`src/rtl/dkong3_sub_pkg.sv`:
```
// Shared definitions for the sound sub-CPU scheduler: default timing and ROM
// window parameters, the CPU identifiers and the arbiter state encoding.
package dkong3_sub_pkg;

  localparam int unsigned DEF_CLK_DIV  = 12;
  localparam logic [15:0] DEF_ROM_BASE = 16'hE000;
  localparam int unsigned DEF_ROM_AW   = 13;

  localparam logic SUB0 = 1'b0;
  localparam logic SUB1 = 1'b1;

  typedef enum logic [2:0] {
    ST_IDLE = 3'd0,
    ST_CHK0 = 3'd1,
    ST_REQ0 = 3'd2,
    ST_CHK1 = 3'd3,
    ST_REQ1 = 3'd4,
    ST_DONE = 3'd5
  } sched_state_e;

endpackage

```
`src/rtl/dkong3_sub_phase_gen.sv`:
```
// CPU cycle phase generator: phase counter, PHI2, odd/even flag and the
// one-tick CPU clock enable. The counter parks on its last value until the
// owner reports cycle_done, which stretches the CPU cycle.
//   clk, rst     : clock, synchronous active-high reset
//   cycle_done   : work for this CPU cycle is complete
//   stall        : cycle is being held at its last phase
//   cnt          : current phase, 0..CLK_DIV-1
//   ce           : one-tick enable at the start of each CPU cycle
//   phi2         : high for the second half of the cycle and while stalled
//   odd_or_even  : toggles on every enable
module dkong3_sub_phase_gen
  import dkong3_sub_pkg::*;
#(
  parameter int unsigned CLK_DIV = DEF_CLK_DIV,
  localparam int unsigned CNT_W  = $clog2(CLK_DIV)
) (
  input  logic             clk,
  input  logic             rst,
  input  logic             cycle_done,
  input  logic             stall,
  output logic [CNT_W-1:0] cnt,
  output logic             ce,
  output logic             phi2,
  output logic             odd_or_even
);

  localparam logic [CNT_W-1:0] CNT_LAST = CNT_W'(CLK_DIV - 1);
  localparam logic [CNT_W-1:0] CNT_HALF = CNT_W'(CLK_DIV / 2);

  logic [CNT_W-1:0] cnt_d;
  logic             ce_d;
  logic             odd_d;

  // Advance, wrap on completion, or hold at the last phase.
  always_comb begin
    cnt_d = CNT_W'(cnt + 1'b1);
    ce_d  = 1'b0;
    odd_d = odd_or_even;
    if (cnt == CNT_LAST) begin
      if (cycle_done) begin
        cnt_d = '0;
        ce_d  = 1'b1;
        odd_d = ~odd_or_even;
      end else begin
        cnt_d = cnt;
      end
    end
  end

  // PHI2 is computed from the next phase so it lines up with cnt.
  always_ff @(posedge clk) begin
    if (rst) begin
      cnt         <= '0;
      ce          <= 1'b0;
      phi2        <= 1'b0;
      odd_or_even <= 1'b0;
    end else begin
      cnt         <= cnt_d;
      ce          <= ce_d;
      phi2        <= (cnt_d >= CNT_HALF) || stall;
      odd_or_even <= odd_d;
    end
  end

endmodule

```
`src/rtl/dkong3_sub_sched.sv`:
```
// Cycle scheduler and program-ROM arbiter for the two sound sub-CPUs.
// Each CPU cycle, CPU0 then CPU1 get one slot on the shared ROM port; reads
// inside the ROM window are fetched and latched, everything else is skipped.
// A late ROM answer holds the cycle at its last phase until both slots finish.
//   I_SUBCLK, I_SUB_RESET          : clock, synchronous active-high reset
//   I_SUBn_ADDR / I_SUBn_RNW       : CPU address bus and read/write strobe
//   O_CPU_CE, O_PHI2, O_ODD_OR_EVEN: shared CPU/APU timing
//   O_ROM_REQ / O_ROM_ADDR         : ROM read request, {cpu_id, offset}
//   I_ROM_ACK / I_ROM_DATA         : one-tick answer with data
//   O_SUBn_ROM_DO                  : latched ROM byte per CPU
//   O_STALL                        : cycle held waiting for the ROM
module dkong3_sub_sched
  import dkong3_sub_pkg::*;
#(
  parameter int unsigned CLK_DIV  = DEF_CLK_DIV,
  parameter logic [15:0] ROM_BASE = DEF_ROM_BASE,
  parameter int unsigned ROM_AW   = DEF_ROM_AW
) (
  input  logic              I_SUBCLK,
  input  logic              I_SUB_RESET,
  input  logic [15:0]       I_SUB0_ADDR,
  input  logic              I_SUB0_RNW,
  input  logic [15:0]       I_SUB1_ADDR,
  input  logic              I_SUB1_RNW,
  output logic              O_CPU_CE,
  output logic              O_PHI2,
  output logic              O_ODD_OR_EVEN,
  output logic              O_ROM_REQ,
  output logic [ROM_AW:0]   O_ROM_ADDR,
  input  logic              I_ROM_ACK,
  input  logic [7:0]        I_ROM_DATA,
  output logic [7:0]        O_SUB0_ROM_DO,
  output logic [7:0]        O_SUB1_ROM_DO,
  output logic              O_STALL
);

  localparam int unsigned      CNT_W    = $clog2(CLK_DIV);
  localparam logic [CNT_W-1:0] CNT_LAST = CNT_W'(CLK_DIV - 1);

  sched_state_e     state_q, state_d;
  logic [CNT_W-1:0] cnt;
  logic             at_end;
  logic             cycle_done;
  logic             stall_c;
  logic             hit0, hit1;
  logic             rom_req_d;
  logic [ROM_AW:0]  rom_addr_d;
  logic [7:0]       do0_d, do1_d;

  assign at_end     = (cnt == CNT_LAST);
  assign cycle_done = (state_q == ST_DONE);
  assign stall_c    = at_end && !cycle_done;
  assign hit0       = I_SUB0_RNW && (I_SUB0_ADDR >= ROM_BASE);
  assign hit1       = I_SUB1_RNW && (I_SUB1_ADDR >= ROM_BASE);

  dkong3_sub_phase_gen #(
    .CLK_DIV (CLK_DIV)
  ) u_phase (
    .clk         (I_SUBCLK),
    .rst         (I_SUB_RESET),
    .cycle_done  (cycle_done),
    .stall       (stall_c),
    .cnt         (cnt),
    .ce          (O_CPU_CE),
    .phi2        (O_PHI2),
    .odd_or_even (O_ODD_OR_EVEN)
  );

  // Arbiter next state; the request line is high exactly while in a REQ state.
  always_comb begin
    state_d    = state_q;
    rom_req_d  = 1'b0;
    rom_addr_d = O_ROM_ADDR;
    do0_d      = O_SUB0_ROM_DO;
    do1_d      = O_SUB1_ROM_DO;
    case (state_q)
      ST_IDLE: begin
        if (cnt == '0) state_d = ST_CHK0;
      end
      ST_CHK0: begin
        if (hit0) begin
          state_d    = ST_REQ0;
          rom_req_d  = 1'b1;
          rom_addr_d = {SUB0, I_SUB0_ADDR[ROM_AW-1:0]};
        end else begin
          state_d = ST_CHK1;
        end
      end
      ST_REQ0: begin
        if (I_ROM_ACK) begin
          do0_d   = I_ROM_DATA;
          state_d = ST_CHK1;
        end else begin
          rom_req_d = 1'b1;
        end
      end
      ST_CHK1: begin
        if (hit1) begin
          state_d    = ST_REQ1;
          rom_req_d  = 1'b1;
          rom_addr_d = {SUB1, I_SUB1_ADDR[ROM_AW-1:0]};
        end else begin
          state_d = ST_DONE;
        end
      end
      ST_REQ1: begin
        if (I_ROM_ACK) begin
          do1_d   = I_ROM_DATA;
          state_d = ST_DONE;
        end else begin
          rom_req_d = 1'b1;
        end
      end
      ST_DONE: begin
        if (at_end) state_d = ST_IDLE;
      end
      default: state_d = ST_IDLE;
    endcase
  end

  // State and registered outputs.
  always_ff @(posedge I_SUBCLK) begin
    if (I_SUB_RESET) begin
      state_q       <= ST_IDLE;
      O_ROM_REQ     <= 1'b0;
      O_ROM_ADDR    <= '0;
      O_SUB0_ROM_DO <= '0;
      O_SUB1_ROM_DO <= '0;
      O_STALL       <= 1'b0;
    end else begin
      state_q       <= state_d;
      O_ROM_REQ     <= rom_req_d;
      O_ROM_ADDR    <= rom_addr_d;
      O_SUB0_ROM_DO <= do0_d;
      O_SUB1_ROM_DO <= do1_d;
      O_STALL       <= stall_c;
    end
  end

endmodule

```
`config.mk`:
```
export PLATFORM = sky130hd
export DESIGN_NAME = dkong3_sub_sched
export DESIGN_NICKNAME = d
export VERILOG_FILES = /design/src/rtl/dkong3_sub_pkg.sv /design/src/rtl/dkong3_sub_phase_gen.sv /design/src/rtl/dkong3_sub_sched.sv
export SDC_FILE = /design/constraint.sdc
export NUM_CORES = 1
export LEC_CHECK = 0
export ABC_AREA = 0
export CAP_MARGIN = 10
export CORE_UTILIZATION = 42
export CTS_CLUSTER_DIAMETER = 100
export DETAILED_ROUTE_END_ITERATION = 7
export PLACE_DENSITY = 0.8
export SETUP_SLACK_MARGIN = 0.1
export SLEW_MARGIN = 10
export SYNTH_ARGS = -nofsm -noshare
export SYNTH_HDL_FRONTEND = slang
export SYNTH_SLANG_ARGS = --single-unit
export TNS_END_PERCENT = 1
```
`constraint.sdc`:
```
create_clock -name I_SUBCLK -period 2 [get_ports I_SUBCLK]
set_clock_uncertainty 0.1 [all_clocks]
set_input_delay 0.4 -clock I_SUBCLK [delete_from_list [all_inputs] [get_ports I_SUBCLK]]
set_output_delay 0.4 -clock I_SUBCLK [all_outputs]
set_load 0.02 [all_outputs]
```
Word level (Yosys, flattened, before mapping)
Cells that the tools add are included.
Widths: inputs -> output; s select.
{"block": "op_classes", "muxes": 17, "n_eq_ne": 12, "add_sub_neg": 1, "n_lt_le_gt_ge": 3, "bitwise": 2, "reduce_logical": 15}
{"operator": "$ge 16x16->1 const B", "count": 2}
{"operator": "$mux 14", "count": 2}
{"operator": "$pmux 14 s2", "count": 1}
{"operator": "$pmux 3 s6", "count": 1}
{"operator": "$mux 3", "count": 4}
{"operator": "$ne 2x2->1 const B", "count": 6}
{"operator": "$mux 4", "count": 2}
{"operator": "$eq 3x2->1 const B", "count": 2}
{"operator": "$eq 3x3->1 const B", "count": 2}
{"operator": "$mux 1", "count": 6}
{"operator": "$reduce_and 2->1", "count": 3}
{"operator": "$add 4x1->4 const B", "count": 1}
{"operator": "$eq 4x4->1 const B", "count": 1}
{"operator": "$ge 4x3->1 const B", "count": 1}
{"operator": "$logic_not 4->1", "count": 1}
{"operator": "$reduce_and 4->1", "count": 1}
{"operator": "$reduce_or 2->1", "count": 2}
{"operator": "$eq 3x1->1 const B", "count": 1}
{"operator": "$logic_and 1x1->1", "count": 3}
{"operator": "$logic_not 3->1", "count": 1}
{"operator": "$pmux 1 s3", "count": 1}
{"operator": "$reduce_and 3->1", "count": 1}
{"operator": "$not 1->1", "count": 2}
{"operator": "$reduce_bool 2->1", "count": 1}
{"operator": "other kinds (2)", "count": 2}
{"block": "totals", "elab_cells": 60, "register_bits": 42, "in_bits": 45, "out_inout_bits": 35}

Logic depth before layout (Yosys ltp)
{"block": "logic_depth", "word_depth": 5, "depth_mapped": 6, "depth_no_buf": 6}

Cells and area by module
From an unflattened synthesis, not the netlist that was laid out.
{"block": "unflattened", "hier_cells": 205, "hier_area_um2": 1853.0}
{"module": "dkong3_sub_sched", "area_each_um2": 1525.2, "seq_area_each_um2": 700.7, "cells_each": 170, "instances": 1}
{"module": "dkong3_sub_phase_gen", "area_each_um2": 327.8, "seq_area_each_um2": 140.1, "cells_each": 35, "instances": 1}

Worst setup path before layout
No wires, ideal clock.
{"block": "synth_timing", "path_kind": "register to register", "startpoint": "register u_phase.cnt[0]", "endpoint": "register u_phase.phi2", "path_stages_with_launch": 6, "setup_ns": 0.114, "n_path_buf": 0, "arrival_ns": 1.474, "slack_ns": 0.313, "cell_sequence": "dfxtp_1 > ha_1 > nand2_1 > or4_1 > nor3b_1 > a21o_1"}
{"block": "synth_between", "elab_chain_cells": 4, "word_cells_on_any_way": 7, "classes_between": "add/sub: 1; order compare: 1; eq/ne: 1; mux: 2; reduce/logical: 2"}
{"item": "from (decl)", "line": "dkong3_sub_phase_gen.sv:21", "rtl": "output logic [CNT_W-1:0] cnt,"}
{"item": "from (signal assigned)", "line": "dkong3_sub_phase_gen.sv:58", "rtl": "cnt <= cnt_d;"}
{"item": "$add 4x1->4, or another cell as far along", "line": "dkong3_sub_phase_gen.sv:36", "rtl": "cnt_d = CNT_W'(cnt + 1'b1);"}
{"item": "$mux 4", "line": "dkong3_sub_phase_gen.sv:39", "rtl": "if (cnt == CNT_LAST) begin"}
{"item": "$ge 4x3->1", "line": "dkong3_sub_phase_gen.sv:60", "rtl": "phi2 <= (cnt_d >= CNT_HALF) || stall;"}
{"item": "$logic_or 1x1->1 (*)", "line": "dkong3_sub_phase_gen.sv:60"}
{"item": "to (signal assigned)", "line": "dkong3_sub_phase_gen.sv:60"}
{"item": "to (decl)", "line": "dkong3_sub_phase_gen.sv:23", "rtl": "output logic phi2,"}
Every way passes the cells marked *; elsewhere a longest branch is shown, timed or not.
A chain may end at the register's enable or synchronous reset.

Worst setup path after layout
Same ends and word-level chain as after synthesis.

==> metrics.txt <==
power per unit of standard cell area 855 nW/um2; antenna violations before repair 0; quantity of I/O buffers inserted on ports 79; setup tns final 0 ns; source of the critical timing path u_phase.cnt[0]; Post-synth EDFFs 0; series of cell instances along the critical path ha_1 > nand2_1 > or4_1 > nor3b_1 > a21o_1; Final Total Pwr 2.39 mW; TritonCTS clock tree done; path type of the worst min-delay path register to register; number of distinct library cells after synthesis 33; Pins Over Slew Limit 0; CP Launch Type register; total setup violations reported at the end of the flow 0; slew at the pin with the worst max-slew slack 0.511 ns; number of placed I/O pins 80; post-synthesis instance total 214; share of post-route cells with drive strength above 1 7.80%; Final Hold Violating Endpoints 0; count of buffers added by post-CTS timing repair for setup 0; die outline height 67.9 um; mean instance size in the synthesized netlist 8.51 um2; routed via count 1835; placeable core region 4090 um2; HPWL after DPL 3460 um; routability-driven placement congestion ratio 0.736; IR Drop Worst-Case VDD 472 uV; end point of the critical path u_phase.phi2; drc violations 0; Global Route Usage Sum 21.7%; vias per std cell 5.32; Max FO, Critical Path 6; synthesis-to-layout area growth 53.5%; total clock sinks 42; H-tree levels 2; run status finished clean; first-pass GRT wire length 7560 um; DRT Wirelength 4830 um; pin count of the biggest net entering global routing 41; part of the cycle the worst path needs 88.5%; Warnings, synthesis 0; Required @ worst endpoint 2.09 ns; average wire length per cell after detail routing 14.0 um; length in cells of the worst reg-to-reg path 5; Die ar. 4600 um2; final standard cell count with taps included and fillers excluded 345; critical path's slowest cell sky130_fd_sc_hd__or4_1; number of DRC markers in iteration 0 94; post-synthesis cell area 1820 um2; clock insertion delay at the later pin of the skew report 0.29 ns; Placed Cells 337; Min Clock Period, post-route 1.77 ns; flop and latch count out of synthesis 42; sequential element share of the synthesized area 46.2%; P_leak 1.01 nW; Async SR Flop Fraction 0%; slew margin rel. 65.9%; overflow left after global routing 0; Clk Tree Root Cell sky130_fd_sc_hd__clkbuf_8; antenna diode count 0; R2R Path Start u_phase.cnt[0]; number of buffers created by CTS 5; register-to-register setup slack 0.23 ns; endpoint of the worst register-to-register path u_phase.phi2; Clock Path Buffers 2; Slowest Stage Delay on Critical Path 0.56 ns; arrival time reported for the critical path endpoint 1.86 ns; element type at the critical path end register; Detail Route Antenna Nets 0; Starting Density 44.6%; Clk pin slew, worst setup/hold paths 0.08 ns; net count after synthesis 262; Row Count 23; first-pass iteration count of the detailed router 4; unrepaired setup endpoints after global routing no; Critical Setup Path Class register to register; die outline width 67.9 um; max-cap violation count 0; most used flip-flop cell after synthesis sky130_fd_sc_hd__dfxtp_1; highest attainable clock frequency 0.565 GHz; via count of the first global-routing pass 1751; count of nets after finishing 342
-- worst min path at each step --
stage | end | cells past startpoint | slack (ns) | start
after floorplan | u_phase.cnt[2] | 1 | 0.38 | I_SUB_RESET
after global placement | O_SUB0_ROM_DO[0] | 2 | 0.34 | O_SUB0_ROM_DO[0]
after detailed placement | O_SUB0_ROM_DO[5] | 2 | 0.35 | O_SUB0_ROM_DO[5]
after CTS | O_SUB0_ROM_DO[5] | 2 | 0.36 | O_SUB0_ROM_DO[5]
after global routing | O_SUB0_ROM_DO[4] | 2 | 0.38 | O_SUB0_ROM_DO[4]
final | O_SUB0_ROM_DO[5] | 2 | 0.36 | O_SUB0_ROM_DO[5]
-- layout make-up --
| class | instances | area, um2 |
|---|---|---|
| Clock buffer | 7 | 86.3 |
| Clock inverter | 1 | 5.00 |
| Fill cell | 351 | 1290 |
| Inverter | 2 | 7.51 |
| Multi-Input combinational cell | 153 | 895 |
| Sequential cell | 42 | 842 |
| Tap cell | 50 | 62.6 |
| Timing Repair Buffer | 90 | 898 |
-- registers in the layout (all words and copies together), names as in the netlist --
name                 cells
state_q                  3
O_STALL                  1
O_SUB0_ROM_DO            8
O_ROM_ADDR              14
u_phase.odd_or_even      1
u_phase.phi2             1
O_SUB1_ROM_DO            8
O_ROM_REQ                1
u_phase.ce               1
u_phase.cnt              4
-- Yosys cell counts, types with 3 or more instances --
cell type	count	area, um2
sky130_fd_sc_hd__nand3_1	15	75.1
sky130_fd_sc_hd__dfxtp_1	42	841
sky130_fd_sc_hd__a311oi_1	13	114
sky130_fd_sc_hd__nand2_1	34	128
sky130_fd_sc_hd__nor2_1	20	75.1
sky130_fd_sc_hd__mux2i_1	9	90.1
sky130_fd_sc_hd__buf_2	8	40.0
sky130_fd_sc_hd__ha_1	3	37.5
sky130_fd_sc_hd__xor2_1	3	26.3
sky130_fd_sc_hd__clkbuf_1	8	30.0
sky130_fd_sc_hd__o21ai_0	4	20.0
sky130_fd_sc_hd__a21oi_1	28	140
-- worst max-delay path: cells and delay by family, from the launching register on --
| family | cells | cell delay, ns |
|---|---|---|
| compound gates | 1 | 0.15 |
| fa+ha+maj | 1 | 0.23 |
| simple gates | 3 | 0.81 |
| flops | 1 | 0.39 |
-- kinds of logic (layout without fill, tap and decap cells) --
kind of cell | Yosys count | count (layout) | synth area share (%)
flip-flops | 42 | 42 | 46.2
XOR/XNOR | 4 | 4 | 1.92
multiplexers | 10 | 10 | 5.70
AO/OA/AOI/OAI | 51 | 51 | 17.9
adder cells (fa/ha/maj) | 3 | 3 | 2.06
buffers and inverters | 19 | 100 | 4.88
AND/OR/NAND/NOR | 85 | 85 | 21.4
-- stage by stage --
step / hold slack [ns] / setup WS (ns) / util [%] / area (um2)
6_report: 0.361 / 0.229 / 68.4 / 2800
5_1_grt: 0.380 / 0.103 / 68.4 / 2800
4_1_cts: 0.365 / 0.149 / 68.4 / 2800
3_5_place_dp: 0.354 / -0.0523 / 66.2 / 2700
3_3_place_gp: 0.341 / 0.0756 / 66.2 / 2700
2_1_floorplan: 0.384 / 0.313 / - / 1820
-- what timing repair did --
action | in CTS | in global routing
resized for setup | 0 | 1
hold buffers | 0 | 0
setup endpoints to repair | 0 | 1
-- cell usage in the layout (no fill, tap or decap), drive strengths merged, types with 2 or more instances in the layout --
cell type	synthesis	layout
clkdlybuf4s50	0	79
dfxtp	42	42
nand2	34	34
a21oi	28	28
nor2	20	20
nand3	15	15
a311oi	13	13
buf	9	11
mux2i	10	10
clkbuf	8	7
o21ai	4	4
xor2	3	3
ha	3	3
inv	2	2
nand4	2	2
and3	2	2
nor3	2	2
a2bb2oi	2	2
nand3b	2	2
-- layer usage --
metal | global-route usage [%] | vias up | wire length, um
li1 | - | 915 | -
met1 | 24.7 | 867 | 2050
met2 | 40.0 | 48 | 2510
met3 | 3.17 | 5 | 216
met4 | 9.11 | 0 | 53
met5 | 0 | - | 0
-- power by group --
part           internal, mW  leakage [nW]  switching, mW  total, mW
clock                 0.278        0.0482          0.269      0.548
sequential            0.912         0.341         0.0696      0.981
combinational         0.397         0.619          0.465      0.862
Note: power is estimated with default switching activity, not from simulation.
